**config.mk**
```make
export PLATFORM = sky130hd
export DESIGN_NAME = mem_port_arbiter
export DESIGN_NICKNAME = d
export VERILOG_FILES = /design/src/rtl/mem_port_arbiter.sv
export SDC_FILE = /design/constraint.sdc
export NUM_CORES = 1
export LEC_CHECK = 0
export ABC_AREA = 1
export CORE_MARGIN = 2
export CORE_UTILIZATION = 41
export CTS_BUF_LIST = sky130_fd_sc_hd__clkbuf_8 sky130_fd_sc_hd__clkbuf_16
export DETAILED_ROUTE_END_ITERATION = 16
export PLACE_DENSITY = 0.87
export SLEW_MARGIN = 40
export SYNTH_ARGS = -nofsm -noshare
export SYNTH_HDL_FRONTEND = slang
export SYNTH_SLANG_ARGS = --single-unit
```
**constraint.sdc**
```tcl
create_clock -name clock -period 1.7 [get_ports clock]
set_input_delay 0.17 -clock clock [delete_from_list [all_inputs] [get_ports clock]]
set_output_delay 0.17 -clock clock [all_outputs]
set_load 0.01 [all_outputs]
```
**src/rtl/mem_port_arbiter.sv**
```systemverilog
`timescale 1ns/1ps
`default_nettype none
// ============================================================================
// Module      : mem_port_arbiter
// Description : Shares one single-port memory between the fetch port (IF)
//               and the data port (MEM, lw/sw) of a 5-stage CPU. Serves one
//               access at a time and owns every memory strobe. Read data comes
//               back with a one-cycle done pulse, and per-port stalls hold the
//               pipeline until its access completes.
//               Optional feature macro: MEM_ARB_FAIRNESS_EN (forces a waiting
//               fetch after STARVE_MAX consecutive data grants).
// Ports       : clock, reset_n              - clock / async active-low reset
//               if_req/if_addr/if_flush     - fetch request, PC, flush
//               if_done/if_rdata/if_stall   - fetch completion, data, stall
//               dm_req/dm_we/dm_addr/dm_wdata - data request (load/store)
//               dm_done/dm_rdata/dm_stall   - data completion, data, stall
//               mem_addr/mem_wdata/mem_rd/mem_wr/mem_rdata - memory side
// Revision    : 1.0 - initial release
// ============================================================================
module mem_port_arbiter #(
  parameter int ADDR_W     = 32,
  parameter int DATA_W     = 32,
  parameter int MEM_LAT    = 1,
  parameter int STARVE_MAX = 4
) (
  input  logic              clock,
  input  logic              reset_n,
  // fetch port
  input  logic              if_req,
  input  logic [ADDR_W-1:0] if_addr,
  input  logic              if_flush,
  output logic              if_done,
  output logic [DATA_W-1:0] if_rdata,
  output logic              if_stall,
  // data port
  input  logic              dm_req,
  input  logic              dm_we,
  input  logic [ADDR_W-1:0] dm_addr,
  input  logic [DATA_W-1:0] dm_wdata,
  output logic              dm_done,
  output logic [DATA_W-1:0] dm_rdata,
  output logic              dm_stall,
  // memory side
  output logic [ADDR_W-1:0] mem_addr,
  output logic [DATA_W-1:0] mem_wdata,
  output logic              mem_rd,
  output logic              mem_wr,
  input  logic [DATA_W-1:0] mem_rdata
);

  // The WAIT counter runs from MEM_LAT-1 down to 0, so the capture cycle is
  // exactly MEM_LAT cycles after the strobe cycle.
  localparam int                CNT_W      = (MEM_LAT > 1) ? $clog2(MEM_LAT) : 1;
  localparam logic [CNT_W-1:0]  LAT_INIT   = CNT_W'(MEM_LAT - 1);
  localparam logic [ADDR_W-1:0] ALIGN_MASK = ~ADDR_W'(3);

  typedef enum logic [1:0] {
    S_IDLE  = 2'd0,
    S_ISSUE = 2'd1,
    S_WAIT  = 2'd2
  } state_t;

  state_t              state_q, state_d;
  logic                owner_dm_q, owner_dm_d;   // 1 = data port owns access
  logic                we_q, we_d;
  logic                flushed_q, flushed_d;     // fetch in flight was flushed
  logic [CNT_W-1:0]    lat_cnt_q, lat_cnt_d;
  logic [ADDR_W-1:0]   mem_addr_q, mem_addr_d;
  logic [DATA_W-1:0]   mem_wdata_q, mem_wdata_d;
  logic                mem_rd_q, mem_rd_d;
  logic                mem_wr_q, mem_wr_d;
  logic                if_done_q, if_done_d;
  logic                dm_done_q, dm_done_d;
  logic [DATA_W-1:0]   if_rdata_q, if_rdata_d;
  logic [DATA_W-1:0]   dm_rdata_q, dm_rdata_d;

  logic if_cand;
  logic force_if;
  logic grant_dm;
  logic grant_if;

  // A flush in the arbitration cycle removes the fetch from contention.
  assign if_cand  = if_req & ~if_flush;
  assign grant_dm = (state_q == S_IDLE) & dm_req & ~force_if;
  assign grant_if = (state_q == S_IDLE) & if_cand & ~grant_dm;

`ifdef MEM_ARB_FAIRNESS_EN
  localparam int STARVE_W = (STARVE_MAX > 0) ? $clog2(STARVE_MAX + 1) : 1;
  localparam logic [STARVE_W-1:0] STARVE_LIM = STARVE_W'(STARVE_MAX);

  logic [STARVE_W-1:0] starve_cnt_q, starve_cnt_d;

  assign force_if = if_cand & (starve_cnt_q == STARVE_LIM);

  // Counts data grants made while a fetch is waiting; saturates at the limit.
  always_comb begin
    starve_cnt_d = starve_cnt_q;
    if (!if_req) begin
      starve_cnt_d = '0;
    end else if (grant_if) begin
      starve_cnt_d = '0;
    end else if (grant_dm && (starve_cnt_q != STARVE_LIM)) begin
      starve_cnt_d = starve_cnt_q + 1'b1;
    end
  end

  always_ff @(posedge clock or negedge reset_n) begin
    if (!reset_n) begin
      starve_cnt_q <= '0;
    end else begin
      starve_cnt_q <= starve_cnt_d;
    end
  end
`else
  // Strict data priority: the fetch is never forced.
  assign force_if = (STARVE_MAX < 0);
`endif

  always_comb begin
    state_d     = state_q;
    owner_dm_d  = owner_dm_q;
    we_d        = we_q;
    flushed_d   = flushed_q;
    lat_cnt_d   = lat_cnt_q;
    mem_addr_d  = mem_addr_q;
    mem_wdata_d = mem_wdata_q;
    mem_rd_d    = 1'b0;
    mem_wr_d    = 1'b0;
    if_done_d   = 1'b0;
    dm_done_d   = 1'b0;
    if_rdata_d  = if_rdata_q;
    dm_rdata_d  = dm_rdata_q;

    case (state_q)
      S_IDLE: begin
        // Strobes are registered: deciding here puts them in the ISSUE cycle.
        if (grant_dm) begin
          owner_dm_d  = 1'b1;
          we_d        = dm_we;
          flushed_d   = 1'b0;
          mem_addr_d  = dm_addr & ALIGN_MASK;
          mem_wdata_d = dm_wdata;
          mem_rd_d    = ~dm_we;
          mem_wr_d    = dm_we;
          state_d     = S_ISSUE;
        end else if (grant_if) begin
          owner_dm_d  = 1'b0;
          we_d        = 1'b0;
          flushed_d   = 1'b0;
          mem_addr_d  = if_addr & ALIGN_MASK;
          mem_rd_d    = 1'b1;
          state_d     = S_ISSUE;
        end
      end

      S_ISSUE: begin
        lat_cnt_d = LAT_INIT;
        if (!owner_dm_q && if_flush) begin
          flushed_d = 1'b1;
        end
        state_d = S_WAIT;
      end

      S_WAIT: begin
        if (!owner_dm_q && if_flush) begin
          flushed_d = 1'b1;
        end
        if (lat_cnt_q == '0) begin
          state_d = S_IDLE;
          if (owner_dm_q) begin
            dm_done_d = 1'b1;
            if (!we_q) begin
              dm_rdata_d = mem_rdata;
            end
          end else if (!(flushed_q || if_flush)) begin
            // A flushed fetch still completes on the memory but is dropped.
            if_done_d  = 1'b1;
            if_rdata_d = mem_rdata;
          end
        end else begin
          lat_cnt_d = lat_cnt_q - 1'b1;
        end
      end

      default: begin
        state_d = S_IDLE;
      end
    endcase
  end

  always_ff @(posedge clock or negedge reset_n) begin
    if (!reset_n) begin
      state_q     <= S_IDLE;
      owner_dm_q  <= 1'b0;
      we_q        <= 1'b0;
      flushed_q   <= 1'b0;
      lat_cnt_q   <= '0;
      mem_addr_q  <= '0;
      mem_wdata_q <= '0;
      mem_rd_q    <= 1'b0;
      mem_wr_q    <= 1'b0;
      if_done_q   <= 1'b0;
      dm_done_q   <= 1'b0;
      if_rdata_q  <= '0;
      dm_rdata_q  <= '0;
    end else begin
      state_q     <= state_d;
      owner_dm_q  <= owner_dm_d;
      we_q        <= we_d;
      flushed_q   <= flushed_d;
      lat_cnt_q   <= lat_cnt_d;
      mem_addr_q  <= mem_addr_d;
      mem_wdata_q <= mem_wdata_d;
      mem_rd_q    <= mem_rd_d;
      mem_wr_q    <= mem_wr_d;
      if_done_q   <= if_done_d;
      dm_done_q   <= dm_done_d;
      if_rdata_q  <= if_rdata_d;
      dm_rdata_q  <= dm_rdata_d;
    end
  end

  assign mem_addr  = mem_addr_q;
  assign mem_wdata = mem_wdata_q;
  assign mem_rd    = mem_rd_q;
  assign mem_wr    = mem_wr_q;
  assign if_done   = if_done_q;
  assign dm_done   = dm_done_q;
  assign if_rdata  = if_rdata_q;
  assign dm_rdata  = dm_rdata_q;

  // Stalls are combinational so the pipeline releases in the done cycle.
  assign if_stall  = if_req & ~if_done_q;
  assign dm_stall  = dm_req & ~dm_done_q;

endmodule
`default_nettype wire

```
==> summary.md, run 1 <==
Run status
- status: completed

Routing
- drt first-iter violations: 385
- post-detailed-route wirelength per cell: 15.1 um
- first-pass detailed-route iteration total: 5
- total number of vias: 5308
- final routed DRC violation total: 0
- antenna violation net count after detailed routing: 0
- via-per-instance ratio: 4.81
- wire length after detailed routing: 16600 um

Final layout
- Final Net Count: 1053
- Area growth syn-to-layout: 61.8%
- Diodes inserted: 0
- fraction of final layout cells sized beyond drive strength 1: 0.0657

Critical path
- Critical Path Fanout Max: 2
- WP depth: 2
- Worst EP required: 1530 ps
- Critical Path Source: dm_done
- FF-to-FF setup slack: 90 ps
- arrival time reported for the critical path endpoint: 1460 ps
- Critical Path Start Type: flip-flop
- start-to-end type of the worst setup path: flip-flop to primary output
- number of cells on the worst reg-to-reg path: 7
- endpoint of the most critical register-to-register path: mem_addr[7]
- largest stage delay on the critical path: 570 ps
- category of cells accounting for the largest share of critical-path delay: buffers and inverters
- worst path bufs/invs: 1
- Critical R2R Launch: state_q[1]
- chain of cells forming the critical path: nor2_1 -> clkdlybuf4s50_1
- type of element capturing the critical path: primary output
- capture point of the critical path: dm_stall
- slowest stage cell, crit path: sky130_fd_sc_hd__clkdlybuf4s50_1

Floorplanning
- std cell rows: 42
- Die Outline Area: 0.0148 mm2
- io pins: 268
- initial cell density of the core: 0.425
- Horiz. Die Dim: 122 um
- Chip Height: 122 um
- Core Region: 0.0133 mm2

Pwr
- Max VDD drop: 838 uV
- leakage component of the power: 4.49 nW
- Final Power: 16.7 mW
- power per cell area: 1820 mW/mm2

Logic synthesis
- number of distinct library cell variants in the gate-level netlist after synthesis: 19
- flip-flop and latch count after synthesis: 135
- area share of the largest cell type after synthesis: 0.596
- Avg Inst Size Synth: 8.61 um2
- count of synthesis-stage warnings from yosys: 0
- sequential cell area fraction in the yosys report: 0.596
- summed instance area of the synthesized netlist: 0.00567 mm2
- number of instances in the synthesized netlist: 658
- library cell occupying the most area in the post-synthesis netlist: sky130_fd_sc_hd__dfrtp_1
- main area contributors after synthesis: sky130_fd_sc_hd__dfrtp_1 60%, sky130_fd_sc_hd__nand2_1 17%, sky130_fd_sc_hd__nand3_1 8.5%

Clock tree
- clock buffers created by TritonCTS: 17
- insertion delay to the later sink of the worst-skew pair: 410 ps
- Clock Pin Slew Worst Setup and Hold Paths: 60 ps
- total setup buffers inserted after CTS: 0
- Num Clock Sinks: 135
- root buffer selected by CTS: sky130_fd_sc_hd__clkbuf_16
- CTS tree: built
- CTS Buffer Depth: 2
- H-Tree Depth: 4

STA
- final number of setup-violating endpoints: 0
- least setup slack across all paths after layout: 66.8 ps
- final cycle utilization of the critical path: 0.961
- minimum clock period: 1630 ps
- final hold viol count: 0
- clock tree skew after final layout: 8.95 ps
- Final Max Slew Viols: 0
- RSZ-0062 raised after global routing: no
- final total negative setup slack: 0 ps
- Max Clock Freq: 612 MHz

Global routing
- global-route wire length before repair: 26100 um
- leftover overflow at the end of global routing: 0
- global-route total usage across every layer: 0.228
- maximum number of pins on one net before global-route repair: 65
- number of antenna violations at the first check in global routing: 0
- via count of the first global-routing pass: 5255

Place
- worst slack at placement: 29.2 ps
- number of buffer cells added on primary ports: 261
- Routability Congestion: 0.790
- post-detail-place hpwl: 11700 um

Hold path
- min-delay worst type: input pin to flip-flop
- hold path startpoint: dm_req

Run
- max capacitance violation total: 0

state kept, by name (all words and copies together) (netlist names), 2 cells and up:
register,count
dm_rdata,32
if_rdata,32
mem_wdata,32
mem_addr,30
state_q,2
synth_stat cells, drive strengths merged:
library cell,number
inv,43
o22ai,1
ha,4
nor2,4
nand2,260
nand3,97
buf,35
dfrtp,135
a21oi,1
clkbuf,10
conb,1
o21ai,67
cells by family (layout without fill, tap and decap cells):
logic type / after synthesis / count (layout) / share of synthesized area
simple gates: 361 / 361 / 0.262
flops: 135 / 135 / 0.596
buf+inv: 88 / 357 / 0.0711
compound gates: 69 / 69 / 0.0611
other cells: 1 / 2 / 0.000662
fa+ha+maj: 4 / 4 / 0.00883
report_power, final:
| part | internal (mW) | total (mW) | switching, mW |
|---|---|---|---|
| combinational | 3.91 | 7.47 | 3.55 |
| clock | 2.31 | 3.72 | 1.40 |
| sequential | 4.72 | 5.53 | 0.805 |
metal layers:
| layer | routed length, um | GRT usage | vias to the layer above |
|---|---|---|---|
| met4 | 281 | 0.0833 | 0 |
| met3 | 1540 | 0.0796 | 19 |
| li1 | - | - | 2594 |
| met1 | 6550 | 0.273 | 2460 |
| met5 | 0 | 0 | - |
| met2 | 8250 | 0.383 | 235 |
cell type report:
type | instances | area (um2)
clock buffer | 17 | 425
clock inverter | 15 | 176
fill | 1000 | 4180
inverter | 43 | 161
multi-input combinational | 436 | 1920
sequential | 135 | 3380
tap | 176 | 220
timing repair buffer | 282 | 2890
stage by stage:
step / util / cell area [um2] / instances / hold slack, ps
after floorplan: - / 5670 / 659 / -126
after global placement: 0.638 / 8510 / 1070 / 150
after detailed placement: 0.638 / 8510 / 1070 / 151
after CTS: 0.684 / 9130 / 1103 / 120
after global routing: 0.687 / 9170 / 1104 / 153
final: 0.687 / 9170 / 1104 / 155
placed cells by master (no fill, tap or decap):
| master | n |
|---|---|
| sky130_fd_sc_hd__o21ai_0 | 11 |
| sky130_fd_sc_hd__clkinvlp_4 | 3 |
| sky130_fd_sc_hd__buf_4 | 11 |
| sky130_fd_sc_hd__clkdlybuf4s50_1 | 259 |
| sky130_fd_sc_hd__ha_4 | 1 |
| sky130_fd_sc_hd__o22ai_1 | 1 |
| sky130_fd_sc_hd__clkinv_2 | 4 |
| sky130_fd_sc_hd__buf_12 | 8 |
| sky130_fd_sc_hd__inv_6 | 3 |
| sky130_fd_sc_hd__nand2_2 | 1 |
| sky130_fd_sc_hd__dlygate4sd3_1 | 1 |
| sky130_fd_sc_hd__dfrtp_1 | 135 |
| sky130_fd_sc_hd__inv_2 | 2 |
| sky130_fd_sc_hd__nor2_1 | 4 |
| sky130_fd_sc_hd__nand3_1 | 95 |
| sky130_fd_sc_hd__conb_1 | 2 |
| sky130_fd_sc_hd__buf_2 | 1 |
| sky130_fd_sc_hd__nand3_2 | 2 |
| sky130_fd_sc_hd__a21oi_1 | 1 |
| sky130_fd_sc_hd__nand2_1 | 258 |
| sky130_fd_sc_hd__ha_1 | 3 |
| sky130_fd_sc_hd__inv_1 | 41 |
| sky130_fd_sc_hd__clkbuf_16 | 18 |
| sky130_fd_sc_hd__bufinv_16 | 3 |
| sky130_fd_sc_hd__buf_6 | 1 |
| sky130_fd_sc_hd__nand2_8 | 1 |
| sky130_fd_sc_hd__clkinv_4 | 2 |
| sky130_fd_sc_hd__o21ai_1 | 56 |
timing repair:
| action | in CTS | in global routing |
|---|---|---|
| endpoints found under the setup margin | 0 | 33 |
| hold buffers | 1 | 0 |
| endpoints found under the hold margin | 45 | 0 |
| resized for setup | 0 | 2 |
how the worst min path moves through the flow:
stage | end | slack, ps | cells after the start
finish | mem_wdata[18] | 150 | 3
global route | mem_wdata[18] | 150 | 3
CTS | mem_wdata[18] | 120 | 3
detailed placement | if_rdata[26] | 150 | 1
global placement | if_rdata[25] | 150 | 1
floorplan | dm_done | -130 | 0
worst min-delay path, delay by kind of cell:
kind / cells / cell delay, ps
buffers and inverters: 1 / 190
and+or+nand+nor: 2 / 160
Note: power is estimated with default switching activity, not from simulation.
==> run 2: changes to the inputs <==
--- a/config.mk
+++ b/config.mk
@@ -10,8 +10,10 @@
 export CORE_UTILIZATION = 41
 export CTS_BUF_LIST = sky130_fd_sc_hd__clkbuf_8 sky130_fd_sc_hd__clkbuf_16
 export DETAILED_ROUTE_END_ITERATION = 16
+export HOLD_SLACK_MARGIN = 0.02
 export PLACE_DENSITY = 0.87
-export SLEW_MARGIN = 40
+export SETUP_SLACK_MARGIN = 0.3
+export SLEW_MARGIN = 20
 export SYNTH_ARGS = -nofsm -noshare
 export SYNTH_HDL_FRONTEND = slang
 export SYNTH_SLANG_ARGS = --single-unit
==> run 2 against run 1 <==
Against the previous run:
- maximum frequency grew 6.9%
- sequential power about the same
- critical path depth grew 6
- largest power group unchanged
- clock-buffer cell count unchanged
- sequential share of layout area down 2.3 points
- highest routed layer unchanged
- final cell count increased by 3.0%
- core utilization rose by 4.6 points
- via count up 6.2%
- hold slack improved by 59 ps
==> summary.md, run 2 (synthesis gave the netlist of run 1 again) <==
STA
- final cycle utilization of the critical path: 0.898, was 0.961
- least setup slack across all paths after layout: 173 ps, was 66.8 ps
- clock tree skew after final layout: 8.98 ps, was 8.95 ps
- Max Clock Freq: 655 MHz, was 612 MHz
- Hold WS: 214 ps, was 155 ps
- slew margin rel.: 0.667
- minimum clock period: 1530 ps, was 1630 ps
- Final Max Slew Viols: 0, unchanged
- RSZ-0062 raised after global routing: yes, was no
- final hold viol count: 0, unchanged
- final number of setup-violating endpoints: 0, unchanged
- worst-margin pin slew: 500 ps
- final total negative setup slack: 0 ps, unchanged

Clock tree
- Num Clock Sinks: 135, unchanged
- clock buffers created by TritonCTS: 17, unchanged
- insertion delay to the later sink of the worst-skew pair: 410 ps, about the same
- Clock Pin Slew Worst Setup and Hold Paths: 60 ps, about the same
- H-Tree Depth: 4, unchanged
- CTS Buffer Depth: 2, unchanged
- root buffer selected by CTS: sky130_fd_sc_hd__clkbuf_16, unchanged
- CTS tree: built, unchanged

Routing
- post-detailed-route wirelength per cell: 17.1 um, was 15.1 um
- total number of vias: 5637, was 5308
- final routed DRC violation total: 0, unchanged
- wire length after detailed routing: 19400 um, was 16600 um
- via-per-instance ratio: 4.96, was 4.81
- drt first-iter violations: 363, was 385
- first-pass detailed-route iteration total: 5, unchanged
- antenna violation net count after detailed routing: 0, unchanged

Final layout
- final standard cell area without fillers: 0.00979 mm2, was 0.00917 mm2
- Area growth syn-to-layout: 72.6%, was 61.8%
- Final Net Count: 1086, was 1053
- Diodes inserted: 0, unchanged
- fill cell count: 969, was 1000
- most frequent standard cell in the layout excluding fill and tap cells: sky130_fd_sc_hd__nand2_1, was sky130_fd_sc_hd__clkdlybuf4s50_1
- fraction of final layout cells sized beyond drive strength 1: 0.132, was 0.0657
- Final Instance Count excl. Fillers: 1137, was 1104
- post-layout utilization of the core: 0.733, was 0.687
- commonest non-fill, non-tap cells in the layout: 245 x sky130_fd_sc_hd__nand2_1, 135 x sky130_fd_sc_hd__dfrtp_1, 131 x sky130_fd_sc_hd__dlygate4sd2_1, 127 x sky130_fd_sc_hd__clkdlybuf4s50_1, 81 x sky130_fd_sc_hd__nand3_1, was 259 x sky130_fd_sc_hd__clkdlybuf4s50_1, 258 x sky130_fd_sc_hd__nand2_1, 135 x sky130_fd_sc_hd__dfrtp_1, 95 x sky130_fd_sc_hd__nand3_1, 56 x sky130_fd_sc_hd__o21ai_1

Critical path
- Worst EP required: 2010 ps, was 1530 ps
- start-to-end type of the worst setup path: flip-flop to flip-flop, was flip-flop to primary output
- capture point of the critical path: dm_rdata[29], was dm_stall
- Critical Path Start Type: flip-flop, unchanged
- type of element capturing the critical path: flip-flop, was primary output
- endpoint of the most critical register-to-register path: dm_rdata[29], was mem_addr[7]
- number of cells on the worst reg-to-reg path: 8, was 7
- Critical Path Fanout Max: 8, was 2
- Critical Path Source: state_q[0], was dm_done
- Critical R2R Launch: state_q[0], was state_q[1]
- arrival time reported for the critical path endpoint: 1840 ps, was 1460 ps
- FF-to-FF setup slack: 170 ps, was 90 ps

Global routing
- leftover overflow at the end of global routing: 0, unchanged
- global-route total usage across every layer: 0.249, was 0.228
- global-route wire length before repair: 28100 um, was 26100 um
- maximum number of pins on one net before global-route repair: 65, unchanged
- via count of the first global-routing pass: 5488, was 5255
- number of antenna violations at the first check in global routing: 0, unchanged

Place
- post-detail-place hpwl: 11700 um, unchanged
- worst slack at placement: 29.2 ps, unchanged
- number of buffer cells added on primary ports: 261, unchanged
- total cell area at the placement stage: 0.00851 mm2, unchanged
- Routability Congestion: 0.790, unchanged
- number of placed instances, taps included: 1070, unchanged

Hold path
- min-delay worst type: input pin to flip-flop, unchanged

Floorplanning
- std cell rows: 42, unchanged
- io pins: 268, unchanged
- Horiz. Die Dim: 122 um, unchanged
- Core Region: 0.0133 mm2, unchanged
- Chip Height: 122 um, unchanged
- initial cell density of the core: 0.425, unchanged
- Die Outline Area: 0.0148 mm2, unchanged

Pwr
- Final Power: 17.4 mW, was 16.7 mW
- leakage component of the power: 5.16 nW, was 4.49 nW
- power per cell area: 1780 mW/mm2, was 1820 mW/mm2
- Max VDD drop: 772 uV, was 838 uV

Run status
- status: completed, unchanged

Run
- max capacitance violation total: 0, unchanged

-- run 2: changes by cell type in the layout (fill, tap and decap cells not counted), moves of 6 or more --
cell,change
sky130_fd_sc_hd__buf_12,+6
sky130_fd_sc_hd__buf_16,+7
sky130_fd_sc_hd__buf_6,+8
sky130_fd_sc_hd__clkdlybuf4s50_1,-132
sky130_fd_sc_hd__dlygate4sd2_1,+131
sky130_fd_sc_hd__nand2_1,-13
sky130_fd_sc_hd__nand2_2,+8
sky130_fd_sc_hd__nand3_1,-14
sky130_fd_sc_hd__nand3_2,+12
-- run 2: routing by layer --
layer,up-vias,share of wire,track usage
li1,2677,-,-
met3,29,0.091,0.0852
met2,262,0.51,0.421
met1,2669,0.38,0.294
met5,-,0,0
met4,0,0.020,0.0948
-- run 2: how the worst min path moves through the flow --
| stage | from | endpoint | slack [ps] | cells after the start |
|---|---|---|---|---|
| finish | dm_req | mem_wdata[18] | 210 | 3 |
| global route | dm_req | mem_wdata[18] | 230 | 3 |
| CTS | dm_req | mem_wdata[18] | 200 | 3 |
| detailed placement | reset_n | if_rdata[26] | 150 | 1 |
| global placement | reset_n | if_rdata[25] | 150 | 1 |
| floorplan | reset_n | dm_done | -130 | 0 |
-- run 2: report_power, final --
group | switching [mW] | internal, mW
sequential | 0.795 | 4.72
clock | 1.42 | 2.31
combinational | 4.20 | 3.95
total | 6.41 | 11.0
-- run 2: area by class of cell --
cell class / count / area, um2 / area share
Timing Repair Buffer: 313 / 3300 / 0.337
Multi-Input combinational cell: 438 / 2130 / 0.217
Tap cell: 176 / 220 / 0.0225
Clock inverter: 15 / 176 / 0.0180
Inverter: 43 / 161 / 0.0165
Clock buffer: 17 / 425 / 0.0435
Sequential cell: 135 / 3380 / 0.345
-- run 2: what timing repair did --
action | in CTS | in global routing
hold buffers | 1 | 0
pin swaps | 2 | 21
buffers inserted | 14 | 2
gates cloned | 9 | 9
endpoints found under the setup margin | 203 | 126
gates resized for setup | 160 | 45
hold endpoints to repair | 45 | 0
-- run 2: worst max-delay path: stages (launching register included) --
cell	delay, ps
sky130_fd_sc_hd__dfrtp_1	380
sky130_fd_sc_hd__inv_2	100
sky130_fd_sc_hd__buf_4	140
sky130_fd_sc_hd__ha_4	140
sky130_fd_sc_hd__nand2_1	60
sky130_fd_sc_hd__inv_2	110
sky130_fd_sc_hd__nand2_8	110
sky130_fd_sc_hd__clkbuf_16	190
sky130_fd_sc_hd__o21ai_0	200
==> run 3: changes to the inputs <==
--- a/config.mk
+++ b/config.mk
@@ -6,6 +6,7 @@
 export NUM_CORES = 1
 export LEC_CHECK = 0
 export ABC_AREA = 1
+export ABC_CLOCK_PERIOD_IN_PS = 1700
 export CORE_MARGIN = 2
 export CORE_UTILIZATION = 41
 export CTS_BUF_LIST = sky130_fd_sc_hd__clkbuf_8 sky130_fd_sc_hd__clkbuf_16
@@ -13,7 +14,6 @@
 export HOLD_SLACK_MARGIN = 0.02
 export PLACE_DENSITY = 0.87
 export SETUP_SLACK_MARGIN = 0.3
-export SLEW_MARGIN = 20
 export SYNTH_ARGS = -nofsm -noshare
 export SYNTH_HDL_FRONTEND = slang
 export SYNTH_SLANG_ARGS = --single-unit
==> results of run 3 <==
Same layout as run 2: the final DEF is identical, and so are final timing and power.
